[config.mk]
export PLATFORM = sky130hd
export DESIGN_NAME = camera_stream_packetizer
export DESIGN_NICKNAME = d
export VERILOG_FILES = /design/src/rtl/camera_stream_packetizer.sv
export SDC_FILE = /design/constraint.sdc
export NUM_CORES = 1
export LEC_CHECK = 0
export BUFFER_PORTS_ARGS = -buffer_cell sky130_fd_sc_hd__buf_4
export CAP_MARGIN = 40
export CORE_UTILIZATION = 32
export DETAILED_ROUTE_END_ITERATION = 8
export GPL_TIMING_DRIVEN = 0
export SYNTH_ARGS = -nofsm -noshare
export SYNTH_HDL_FRONTEND = slang
export SYNTH_SLANG_ARGS = --single-unit
[constraint.sdc]
create_clock -name clk -period 7.6 [get_ports clk]
set_clock_uncertainty 0.15 [all_clocks]
set_input_delay 1.52 -clock clk [delete_from_list [all_inputs] [get_ports clk]]
set_output_delay 1.52 -clock clk [all_outputs]
set_load 0.1 [all_outputs]
[src/rtl/camera_stream_packetizer.sv]
// Camera pixel stream to Avalon-ST video packetizer with a small FWFT output FIFO.
// Tags sop/eop from x/y frame counters and absorbs downstream backpressure.
module camera_stream_packetizer #(
  parameter int unsigned IMAGE_WIDTH  = 320,
  parameter int unsigned IMAGE_HEIGHT = 240,
  parameter int unsigned DATA_W       = 12,
  parameter int unsigned FIFO_DEPTH   = 8
) (
  input  logic              clk,
  input  logic              reset_n,
  input  logic [DATA_W-1:0] pixel_in,
  input  logic              pixel_valid_in,
  input  logic              frame_start_in,
  input  logic              ready_in,
  output logic              valid_out,
  output logic              startofpacket_out,
  output logic              endofpacket_out,
  output logic [DATA_W-1:0] data_out,
  output logic              overflow_out,
  output logic              short_frame_out
);

  localparam int unsigned XW = (IMAGE_WIDTH > 1) ? $clog2(IMAGE_WIDTH) : 1;
  localparam int unsigned YW = (IMAGE_HEIGHT > 1) ? $clog2(IMAGE_HEIGHT) : 1;
  localparam int unsigned PW = $clog2(FIFO_DEPTH);
  localparam int unsigned CW = PW + 1;
  localparam int unsigned EW = DATA_W + 2;

  localparam logic [XW-1:0] XMax = XW'(IMAGE_WIDTH - 1);
  localparam logic [YW-1:0] YMax = YW'(IMAGE_HEIGHT - 1);
  localparam logic [CW-1:0] CntFull = CW'(FIFO_DEPTH);

  typedef enum logic [0:0] {StIdle, StActive} state_e;

  state_e          state_q, state_d;
  logic [XW-1:0]   x_q, x_d, cur_x;
  logic [YW-1:0]   y_q, y_d, cur_y;
  logic [PW-1:0]   wr_ptr_q, rd_ptr_q;
  logic [CW-1:0]   count_q, count_d;
  logic            overflow_q, overflow_d;
  logic            short_q, short_d;
  logic            accept, pix_sop, pix_eop;
  logic            full, do_push, drop, pop;
  logic [EW-1:0]   mem [FIFO_DEPTH];
  logic [EW-1:0]   head;

  // A frame_start forces the current pixel (if any) to be (0,0).
  assign cur_x   = frame_start_in ? '0 : x_q;
  assign cur_y   = frame_start_in ? '0 : y_q;
  assign pix_sop = (cur_x == '0) && (cur_y == '0);
  assign pix_eop = (cur_x == XMax) && (cur_y == YMax);

  always_comb begin
    state_d = state_q;
    x_d     = x_q;
    y_d     = y_q;
    accept  = 1'b0;
    short_d = 1'b0;
    unique case (state_q)
      StIdle: begin
        if (frame_start_in) begin
          state_d = StActive;
          accept  = pixel_valid_in;
        end
      end
      StActive: begin
        accept = pixel_valid_in;
        if (frame_start_in && ((x_q != '0) || (y_q != '0))) short_d = 1'b1;
      end
      default: state_d = StIdle;
    endcase
    if (accept) begin
      // Geometry advances even when the pixel is dropped on overflow.
      if (cur_x == XMax) begin
        x_d = '0;
        y_d = (cur_y == YMax) ? '0 : cur_y + YW'(1);
      end else begin
        x_d = cur_x + XW'(1);
        y_d = cur_y;
      end
      if (pix_eop) state_d = StIdle;
    end else if (frame_start_in) begin
      x_d = '0;
      y_d = '0;
    end
  end

  // Full is judged on the pre-pop count, so a simultaneous pop never rescues a push.
  assign full    = (count_q == CntFull);
  assign do_push = accept && !full;
  assign drop    = accept && full;
  assign pop     = (count_q != '0) && ready_in;

  always_comb begin
    count_d = count_q;
    unique case ({do_push, pop})
      2'b10:   count_d = count_q + CW'(1);
      2'b01:   count_d = count_q - CW'(1);
      default: count_d = count_q;
    endcase
    overflow_d = overflow_q;
    if (frame_start_in) overflow_d = 1'b0;
    if (drop)           overflow_d = 1'b1;
  end

  always_ff @(posedge clk or negedge reset_n) begin
    if (!reset_n) begin
      state_q    <= StIdle;
      x_q        <= '0;
      y_q        <= '0;
      wr_ptr_q   <= '0;
      rd_ptr_q   <= '0;
      count_q    <= '0;
      overflow_q <= 1'b0;
      short_q    <= 1'b0;
    end else begin
      state_q    <= state_d;
      x_q        <= x_d;
      y_q        <= y_d;
      count_q    <= count_d;
      overflow_q <= overflow_d;
      short_q    <= short_d;
      if (do_push) wr_ptr_q <= wr_ptr_q + PW'(1);
      if (pop)     rd_ptr_q <= rd_ptr_q + PW'(1);
    end
  end

  always_ff @(posedge clk) begin
    if (do_push) mem[wr_ptr_q] <= {pix_sop, pix_eop, pixel_in};
  end

  assign head              = mem[rd_ptr_q];
  assign valid_out         = (count_q != '0);
  assign startofpacket_out = valid_out ? head[EW-1] : 1'b0;
  assign endofpacket_out   = valid_out ? head[EW-2] : 1'b0;
  assign data_out          = valid_out ? head[DATA_W-1:0] : '0;
  assign overflow_out      = overflow_q;
  assign short_frame_out   = short_q;

endmodule

* Word level (Yosys, flattened, before mapping) *
Memory sizes are Yosys's and may differ from the RTL's.
Cells that the tools add are included.

word-level totals
  flip-flop bits (word level) = 30
  word-level logic and storage cells = 59
  memory bits (writable) = 112
  input port bits = 17
  output and inout port bits = 17
  memories = 1

memories
  memory  depth  bits a word  read ports  clocked after memory_dff  wr ports  RTL line  source
  mem     8      14           1           0                         1         44        logic [EW-1:0] mem [FIFO_DEPTH];

cells by class
  equality and inequality tests = 5
  reduce and logical (&&, ||, !) cells = 15
  muxes and demuxes = 23
  bitwise gates (word level) = 1
  add/subtract/negate cells = 6

operator list
  operator                                                            number
  8-bit two-way mux                                                   4
  9-bit two-way mux                                                   3
  1-bit two-way mux                                                   13
  12-bit two-way mux                                                  1
  9-bit by 1-bit adder with 9-bit output, second input constant       1
  9-bit == test, second input constant                                1
  9-bit zero test                                                     1
  9-bit nonzero test                                                  1
  8-bit by 1-bit adder with 8-bit output, second input constant       1
  8-bit == test, second input constant                                1
  8-bit zero test                                                     1
  4-bit one-hot mux with 2 select lines                               1
  8-bit nonzero test                                                  1
  3-bit by 1-bit adder with 3-bit output, second input constant       2
  1-bit logical AND                                                   6
  4-bit by 1-bit adder with 4-bit output, second input constant       1
  4-bit == test, second input constant                                1
  2-bit nonzero test                                                  2
  4-bit nonzero test                                                  1
  4-bit by 1-bit subtractor with 4-bit output, second input constant  1
  2-bit by 1-bit == test with 1-bit output, second input constant     1
  2-bit == test, second input constant                                1
  1-bit one-hot mux with 2 select lines                               1
  1-bit zero test                                                     1
  2 further kinds                                                     2

* Longest topological paths before layout *
Gate-level depths: netlist of run 1.

  word-level depth = 5
  gate-level depth with buffers = 11
  mapped depth without buffers = 10

* Worst setup path before layout of run 1 *
No wires, ideal clock.

  kind = flip-flop to output port
  from = register rd_ptr_q[2]
  to = output port data_out[10]
  arrival = 2.465 ns
  setup slack = 3.465 ns
  cell stages (with the launch flop) = 5
  path buffers = 2
  data required time = 5.930 ns
  cells stage by stage = dfrtp_1 -> clkbuf_1 -> clkbuf_1 -> mux2i_1 -> nor2_1

on the way
  word-level cells in the longest chain between the ends = 2

RTL lines
  what                    RTL line  source
  start, declared         38        logic [PW-1:0] wr_ptr_q, rd_ptr_q;
  start signal, assigned  124       if (pop) rd_ptr_q <= rd_ptr_q + PW'(1);
  memory read 8 x 14 bit  -
  12-bit two-way mux      136       assign data_out = valid_out ? head[DATA_W-1:0] : '0;
  end, declared           18        output logic [DATA_W-1:0] data_out,

Every way passes these cells.

* Final worst setup path of run 1 *
  from = register rd_ptr_q[1]
  to = output port data_out[9]

The elaborated chain is that of the path after synthesis.

==> results.txt, run 1 <==
* Outcome: complete, but fails checks
- Violated checks: DRC
- After technology mapping, the gate count stands at 363.
* Worst path max stage delay: roughly 640 ps
- The hold violation count in the final report is 0.
- Areal power density over the cells: 438 nW/um2
* Buffers inserted by post-CTS timing repair: 0
- Synthesized area: 6010 um2
- Worst rel slew slack: 0.457
- At the placement stage, the worst setup path has a slack of 3350 ps.
- After layout, the worst setup slack is 3330 ps.
* Number of antenna violations at the first check in global routing: 0
* Worst Hold Class: reg2reg
- For hold timing, the worst endpoint is wr_ptr_q[0]$_DFFE_PN0P_.
* Worst setup path category: reg2out
* Total DRC errors in the routed layout: 2
- Across the VDD grid, the largest voltage drop is 0.239 mV.
- The H-tree was split into 4 levels.
* Kind of launch point of the worst setup path: flop
- 34 I/O pins were placed.
- CTS Buffer Depth: 2
- Post-CTS Hold Buffers: 0
- For this design the static power due to leakage is 2.63 nW.
- Wire length after detailed routing: 11800 um
- In this run the clock root is driven by a sky130_fd_sc_hd__clkbuf_16.
- The slowest stage of the critical path belongs to the cell sky130_fd_sc_hd__clkbuf_1.
- Area overhead of the layout relative to synthesis: 21.6%
* Initial drt markers: about 220
- Average cell area after synthesis: 16.6 um2
- The library cell used most frequently in the layout, excluding fill and tap cells, is sky130_fd_sc_hd__edfxtp_1.
- Fill cells in the final layout number about 1.7k.
- Achievable clock frequency: 234 MHz
- Most used cells in the layout excluding fill and tap cells: sky130_fd_sc_hd__edfxtp_1 (112), sky130_fd_sc_hd__buf_4 (35), sky130_fd_sc_hd__dfrtp_1 (30), sky130_fd_sc_hd__mux4_2 (28), sky130_fd_sc_hd__nor2_1 (21)
* Final setup violation count: 0
- The clock net in this run drives a total of approximately 140 sinks.
- In this run the critical register-to-register path is launched from y_q[1]$_DFF_PN0_.
- Gates resized during post-CTS repair numbered 0.
* Die area: 19300 um2
- Initial Util: 0.330
* Height of the die: between 100 and 150 um
* CTS tree: built
- Setup repair after global routing left no endpoint under its margin.
* Routed wire per std cell: between 15 and 20 um
- In the global route stage, overall resource usage came out at 0.133.
- Counting I/O delays and the setup requirement, the final critical path takes 4270 ps.
- Vias/cell: 4.99
* Arrival time of data at the critical path endpoint: 2600 ps
- Register clock-pin slew on the reported worst setup and hold paths: approximately 60 ps
* Fraction of final layout cells with drive strength greater than 1: 0.281
- The repair_antennas step left the layout with diodes totalling 0.
- The number of slew-limit violations in the final report is 0.
* Power after layout: 0.00320 W
- Core area: approximately 18000 um2
* Vias after detailed routing: 3326
* Number of register bits inferred by synthesis: around 140
- Synthesis produced a netlist with a net count of 389.
- Number of rows created at floorplan: 49
- Summed over all nets, the half-perimeter wirelength after detailed placement is 8000 um.
* Die width: 139 um
- TritonCTS created 17 clock buffers.
* PortBufs: 33
- Destination of the worst register-to-register timing path: mem[5][12]$_DFFE_PP_
- Counting cells, the worst reg-to-reg path comes to 6.
* Kind of capture point of the worst setup path: output pin
- For the worst setup path, the data required time is 5930 ps.
- Ordered cell list for the critical path: buf_2, clkbuf_1, mux4_2, mux2i_1, nor2_1, buf_4
- For this run, the leading register cell type out of synthesis is sky130_fd_sc_hd__edfxtp_1.
* Number of nets in the layout: 451
- The tool flagged a number of max-cap violations equal to 0.
- Final Cycle Share: 0.562
* Flop2flop setup slack: 4910 ps
* Sequential cell area fraction in the yosys report: 0.684
- Routability-driven placement finished with a final weighted congestion of ~0.80.
* Cell depth of the worst hold path: 1
- Before antenna repair, the detailed router went through 9 iterations.
- Transition at the pin with the smallest max-transition slack: 807 ps
- Highest fanout seen on the critical path: 10
- After synthesis, the share of flip-flops with an asynchronous set or reset is 0.211.
- The count of nets left with antenna violations once routing finished came out at 0.
- The first global-routing pass estimated roughly 19000 um of wire.
- Entering global routing, the biggest net connects 31 pins.
* Number of global-route vias before repair: 3357
- The worst hold path begins at wr_ptr_q[0]$_DFFE_PN0P_.
* Grt ovf: 0
* Count of yosys warnings during synthesis: 0
- Number of distinct library cells after synthesis: 47
- The later pin in the worst-skew pair is clocked with a latency of 410 ps.
- Setup TNS: 0 ps
- Count of flip-flops with a built-in enable after synthesis: 112
## final cells by class
cell class / instances / area [um2] / share of cell area
Timing Repair Buffer: 43 / 372 / 0.0508
Sequential cell: 142 / 4110 / 0.562
Tap cell: 229 / 287 / 0.0392
Clock buffer: 18 / 429 / 0.0587
Multi-Input combinational cell: 197 / 1830 / 0.250
Clock inverter: 14 / 189 / 0.0258
Inverter: 10 / 37.5 / 0.00513
Buffer: 14 / 61.3 / 0.00838
## how the worst max path moves through the flow
stage	endpoint	from
6_report	data_out[9]	rd_ptr_q[1]$_DFFE_PN0P_
5_1_grt	data_out[8]	rd_ptr_q[1]$_DFFE_PN0P_
4_1_cts	data_out[9]	rd_ptr_q[1]$_DFFE_PN0P_
3_5_place_dp	mem[6][12]$_DFFE_PP_	frame_start_in
3_3_place_gp	mem[0][7]$_DFFE_PP_	frame_start_in
2_1_floorplan	data_out[10]	rd_ptr_q[2]$_DFFE_PN0P_
## stage by stage
stage / cell area [um2] / hold WS (ps) / instances / utilization
after global routing: 7320 / 408 / 667 / 0.402
after floorplan: 6010 / 330 / 363 / -
final: 7320 / 371 / 667 / 0.402
after CTS: 7320 / 373 / 667 / 0.402
after detailed placement: 6700 / 359 / 635 / 0.368
after global placement: 6550 / 350 / 625 / 0.360
## synth_stat cells, drive strengths merged (10+ instances only)
library cell | instances | area [um2]
mux4 | 28 | 631
nand2b | 12 | 75.1
mux2i | 16 | 160
nand2 | 13 | 48.8
dfrtp | 30 | 751
inv | 10 | 37.5
edfxtp | 112 | 3360
xnor2 | 12 | 105
nor2 | 27 | 101
nor3 | 12 | 60.1
## worst max-delay path, delay by kind of cell, from the launching register on
family | cells | cell delay, ps
DFF | 1 | 370
muxes | 2 | 550
buffers and inverters | 3 | 1200
and+or+nand+nor | 1 | 60
## cell families after synthesis
logic type / Yosys count / synth area share
flops: 142 / 0.684
compound gates: 22 / 0.0229
fa+ha+maj: 9 / 0.0187
xor+xnor: 17 / 0.0248
simple gates: 102 / 0.0955
mux: 47 / 0.138
buf+inv: 24 / 0.0164
## power by group
group | leakage, nW | switching, W | total [W] | internal (W)
clock network | 0.295 | 0.000313 | 0.000862 | 0.000549
logic | 0.933 | 0.000923 | 0.00132 | 0.000397
registers | 1.41 | 0.0000564 | 0.00102 | 0.000967
total | 2.63 | 0.00129 | 0.00320 | 0.00191
## flip-flops by register name, indices dropped and copies added, names as in the netlist
name,cells
count_q,4
overflow_out,1
mem,112
rd_ptr_q,3
wr_ptr_q,3
x_q,9
y_q,8
state_q,1
short_frame_out,1
## routing by layer
metal / track usage / up-vias / wire (um)
met1: 0.170 / 1691 / 5340
li1: - / 1539 / -
met5: 0 / - / 0
met4: 0.0468 / 0 / 238
met3: 0.0414 / 14 / 512
met2: 0.212 / 82 / 5760
Power figures use the tool's default switching activity.
==> run 2, diff against run 1 <==
--- a/config.mk
+++ b/config.mk
@@ -5,6 +5,7 @@
 export SDC_FILE = /design/constraint.sdc
 export NUM_CORES = 1
 export LEC_CHECK = 0
+export ABC_AREA = 1
 export BUFFER_PORTS_ARGS = -buffer_cell sky130_fd_sc_hd__buf_4
 export CAP_MARGIN = 40
 export CORE_UTILIZATION = 32
==> constraint.sdc (replaced) <==
create_clock -name clk -period 3.6 [get_ports clk]
set_clock_uncertainty 0.15 [all_clocks]
set_input_delay 0.72 -clock clk [delete_from_list [all_inputs] [get_ports clk]]
set_output_delay 0.72 -clock clk [all_outputs]
set_load 0.1 [all_outputs]
==> results.txt, run 2 <==
- Outcome: complete, no violations
- The static power due to leakage is 3.03 nW (+15%).
- The count of inserted antenna diode cells was 0 (unchanged).
- The number of cells upsized or downsized after cts is 0 (unchanged).
* Buffers and inverters on the worst path: 3 (unchanged)
- Number of clock sinks: 142 (unchanged)
* Grt ovf: 0 (unchanged)
- Synthesized area: 6410 um2 (+6.7%)
- Cell with the most instances after synthesis: sky130_fd_sc_hd__nor2_1
* H-tree levels: 4 (unchanged)
- The fraction of layout instances using a drive strength above 1 is 0.165 (-0.116).
- The per-instance average area after synthesis came to 10.6 um2 (-36%).
* Cell count after synthesis: 607 (+67%)
- The number of antenna violations at the first check in global routing is 0 (unchanged).
- Worst Hold Class: in2async
- Setup repair after global routing left no endpoint under its margin.
- Final setup violation count: 0 (unchanged)
* Transition at the pin with the smallest max-transition slack: 839 ps (+31.8 ps)
* Max reg flops: 112 (unchanged)
- Wire length after detailed routing: 14800 um (+25%)
- CTS tree: built
- Register clock-pin slew on the reported worst setup and hold paths: 60 ps (about the same)
- Clock tree synthesis selected as its root buffer the cell sky130_fd_sc_hd__clkbuf_16.
- Largest area contributor in the synthesized netlist: sky130_fd_sc_hd__edfxtp_1
* Power after layout: 0.00705 W (+120%)
- Number of failing hold endpoints at the final stage: 0 (unchanged)
- The number of inserted filler cells in the final layout came to 1903 (+15%).
* Count of yosys warnings during synthesis: 0 (unchanged)
* Number of distinct library cells after synthesis: 32 (-32%)
* PortBufs: 33 (unchanged)
* Maximum number of pins on one net before global-route repair: 31 (unchanged)
* Number of register bits inferred by synthesis: 142 (unchanged)
* Height of the die: 144 um (+3.2%)
- The count of buffers added by post-CTS timing repair for setup was 0 (unchanged).
- The critical path is of the reg2out type.
- Broken down by cell family, the worst path's largest delay share belongs to buffers and inverters.
- The starting density of the core was 0.329 (-0.00178).
- Worst path max stage delay: 530 ps (-110 ps)
* Final Cycle Share: 0.937
* Routed wire per std cell: 15.7 um (-12%)
- The fraction of registers with async set or reset after synthesis is 0.211 (unchanged).
- The number of cells on the critical path is 7 (+1).
* Critical Path RT: 2730 ps (-3200 ps)
- The register with the most flip-flops in the final layout is mem.
- The number of DRC markers in iteration 0 came to 393 (+81%).
- The worst hold-check slack is 76.6 ps (-294 ps).
- The ratio of routed vias to standard cells came to 4.74 (-5.0%).
* Kind of capture point of the worst setup path: output pin
* CTS Buffer Depth: 2 (unchanged)
- Number of global-route vias before repair: 4211 (+25%)
- The net count of the mapped netlist came to 633 (+63%).
* Number of CTS-inserted buffers: 17 (unchanged)
- The routed via count was 4477 (+35%).
* Die area: 20600 um2 (+6.6%)
- Highest fanout seen on the critical path: 10 (unchanged)
- Detailed-placement wirelength estimate: 9870 um (+23%)
* Number of rows created at floorplan: 51 (+4.1%)
* Count of flip-flops with a built-in enable after synthesis: 112 (unchanged)
- The routed design could run at a clock period as short as 3370 ps.
* Top cells by count, synth: sky130_fd_sc_hd__nor2_1 (130), sky130_fd_sc_hd__edfxtp_1 (112), sky130_fd_sc_hd__nand2_1 (84), sky130_fd_sc_hd__o21ai_0 (61), sky130_fd_sc_hd__inv_1 (50)
- The largest voltage drop on the vdd net came to 0.385 mV (+61%).
- The die extent in x was 144 um (+3.2%).
- Worst rel slew slack: 0.439 (-0.0188)
- For this design, the slowest cell found on the critical path is sky130_fd_sc_hd__clkbuf_1.
- The first-pass iteration count of the detailed router came to 5 (-4).
* Number of nets in the layout: 694 (+54%)
* Ports placed on the boundary: 34 (unchanged)
* Regs by FF count: mem (112), x_q (9), y_q (8)
- Area overhead of the layout relative to synthesis: 19.3%
- Kind of launch point of the worst setup path: flop
* Sequential cell area fraction in the yosys report: 0.641 (-0.0427)
- Most used cells in the layout excluding fill and tap cells: sky130_fd_sc_hd__nor2_1 (126), sky130_fd_sc_hd__edfxtp_1 (112), sky130_fd_sc_hd__nand2_1 (84), sky130_fd_sc_hd__o21ai_0 (61), sky130_fd_sc_hd__inv_1 (50)
* Global-route total usage across every layer: 0.152 (+0.0193)
- The insertion delay of the later-clocked pin in the worst-skew pair was 420 ps (about the same).
- The most numerous cell type found on the critical path is sky130_fd_sc_hd__nor2_1.
* Instance area after placement: 7100 um2 (+6.0%)
* Areal power density over the cells: 921 nW/um2 (+110%)
- The number of remaining DRC errors came to 0 (-2).
- The worst path arrival time was 2500 ps (-100 ps).
* Number of maximum-capacitance violations: 0 (unchanged)
- The hold-fix buffer count after cts was 0 (unchanged).
- Length in cells of the worst reg-to-reg path: 10 (+4)
* Most common cell after layout, fill and taps aside: sky130_fd_sc_hd__nor2_1
- Core area: 19500 um2 (+7.2%)
- Global-route wire length before repair: 22800 um (+21%)
* Leading cell types by total area after synthesis: sky130_fd_sc_hd__edfxtp_1 (52%), sky130_fd_sc_hd__dfrtp_1 (12%), sky130_fd_sc_hd__nor2_1 (7.6%), sky130_fd_sc_hd__nand2_1 (4.9%), sky130_fd_sc_hd__o21ai_0 (4.8%)
- For this run, the top clock speed supported by timing is about 300 MHz.
- Ordered cell list for the critical path: inv_1, clkbuf_1, o21ai_0, o22ai_1, nor2_1, nor2_1, buf_4
- The proportion of netlist area held by the largest area contributor came to 0.524 (-0.0349).
* Fin area: 7650 um2 (+4.6%)
- Number of nets with antenna violations after routing: 0 (unchanged)
* Routability congestion estimate from global placement: 0.763 (-4.1%)
* Primary FF master, synth: sky130_fd_sc_hd__edfxtp_1
- The number of slew-limit violations in the final report came to 0 (unchanged).
- The final total negative setup slack is 0 ps (unchanged).
==> run 2: path summary, 6_finish.rpt <==
path	start	to	slack [ps]
worst min-delay path	reset_n	wr_ptr_q[1]$_DFFE_PN0P_	80
max in group asynchronous	reset_n	x_q[8]$_DFF_PN0_	2910
min in group clk	overflow_out$_DFFE_PN0P_	overflow_out$_DFFE_PN0P_	340
worst max register to register	count_q[1]$_DFFE_PN0P_	count_q[2]$_DFFE_PN0P_	1090
worst min register to register	overflow_out$_DFFE_PN0P_	overflow_out$_DFFE_PN0P_	340
worst max-delay path	rd_ptr_q[1]$_DFFE_PN0P_	data_out[10]	230
==> run 2: final cells by class <==
cell class                      count  area, um2  area share
Tap cell                          265        332      0.0433
Buffer                             24        151      0.0198
Timing Repair Buffer               42        345      0.0451
Inverter                           52        195      0.0255
Sequential cell                   142       4110       0.538
Clock inverter                     13        119      0.0155
Multi-Input combinational cell    389       1960       0.257
Clock buffer                       18        429      0.0561
==> run 2: cell families (layout without fill, tap and decap cells) <==
logic type | Yosys count | after routing | synth area share
simple gates | 272 | 272 | 0.191
flops | 142 | 142 | 0.641
compound gates | 102 | 102 | 0.0882
buf+inv | 76 | 149 | 0.0540
fa+ha+maj | 9 | 9 | 0.0176
xor+xnor | 6 | 6 | 0.00819
==> run 2: metal layers <==
| layer | track usage | vias to the layer above | part of all wire |
|---|---|---|---|
| met5 | 0 | - | 0 |
| met4 | 0.0554 | 0 | 0.016 |
| met3 | 0.0353 | 15 | 0.058 |
| met2 | 0.234 | 126 | 0.46 |
| met1 | 0.208 | 2136 | 0.47 |
| li1 | - | 2200 | - |
==> run 2: where the power goes <==
part / internal (W) / switching (W)
clock network: 0.000949 / 0.000676
registers: 0.00204 / 0.0000974
logic: 0.000759 / 0.00252
==> run 2: stage by stage <==
| stage | instances | worst slack, ps | utilization |
|---|---|---|---|
| after global placement | 905 | 286 | 0.358 |
| final | 945 | 228 | 0.392 |
| after detailed placement | 914 | 635 | 0.364 |
| after CTS | 945 | 232 | 0.392 |
| after global routing | 945 | 47.6 | 0.392 |
| after floorplan | 607 | 217 | - |
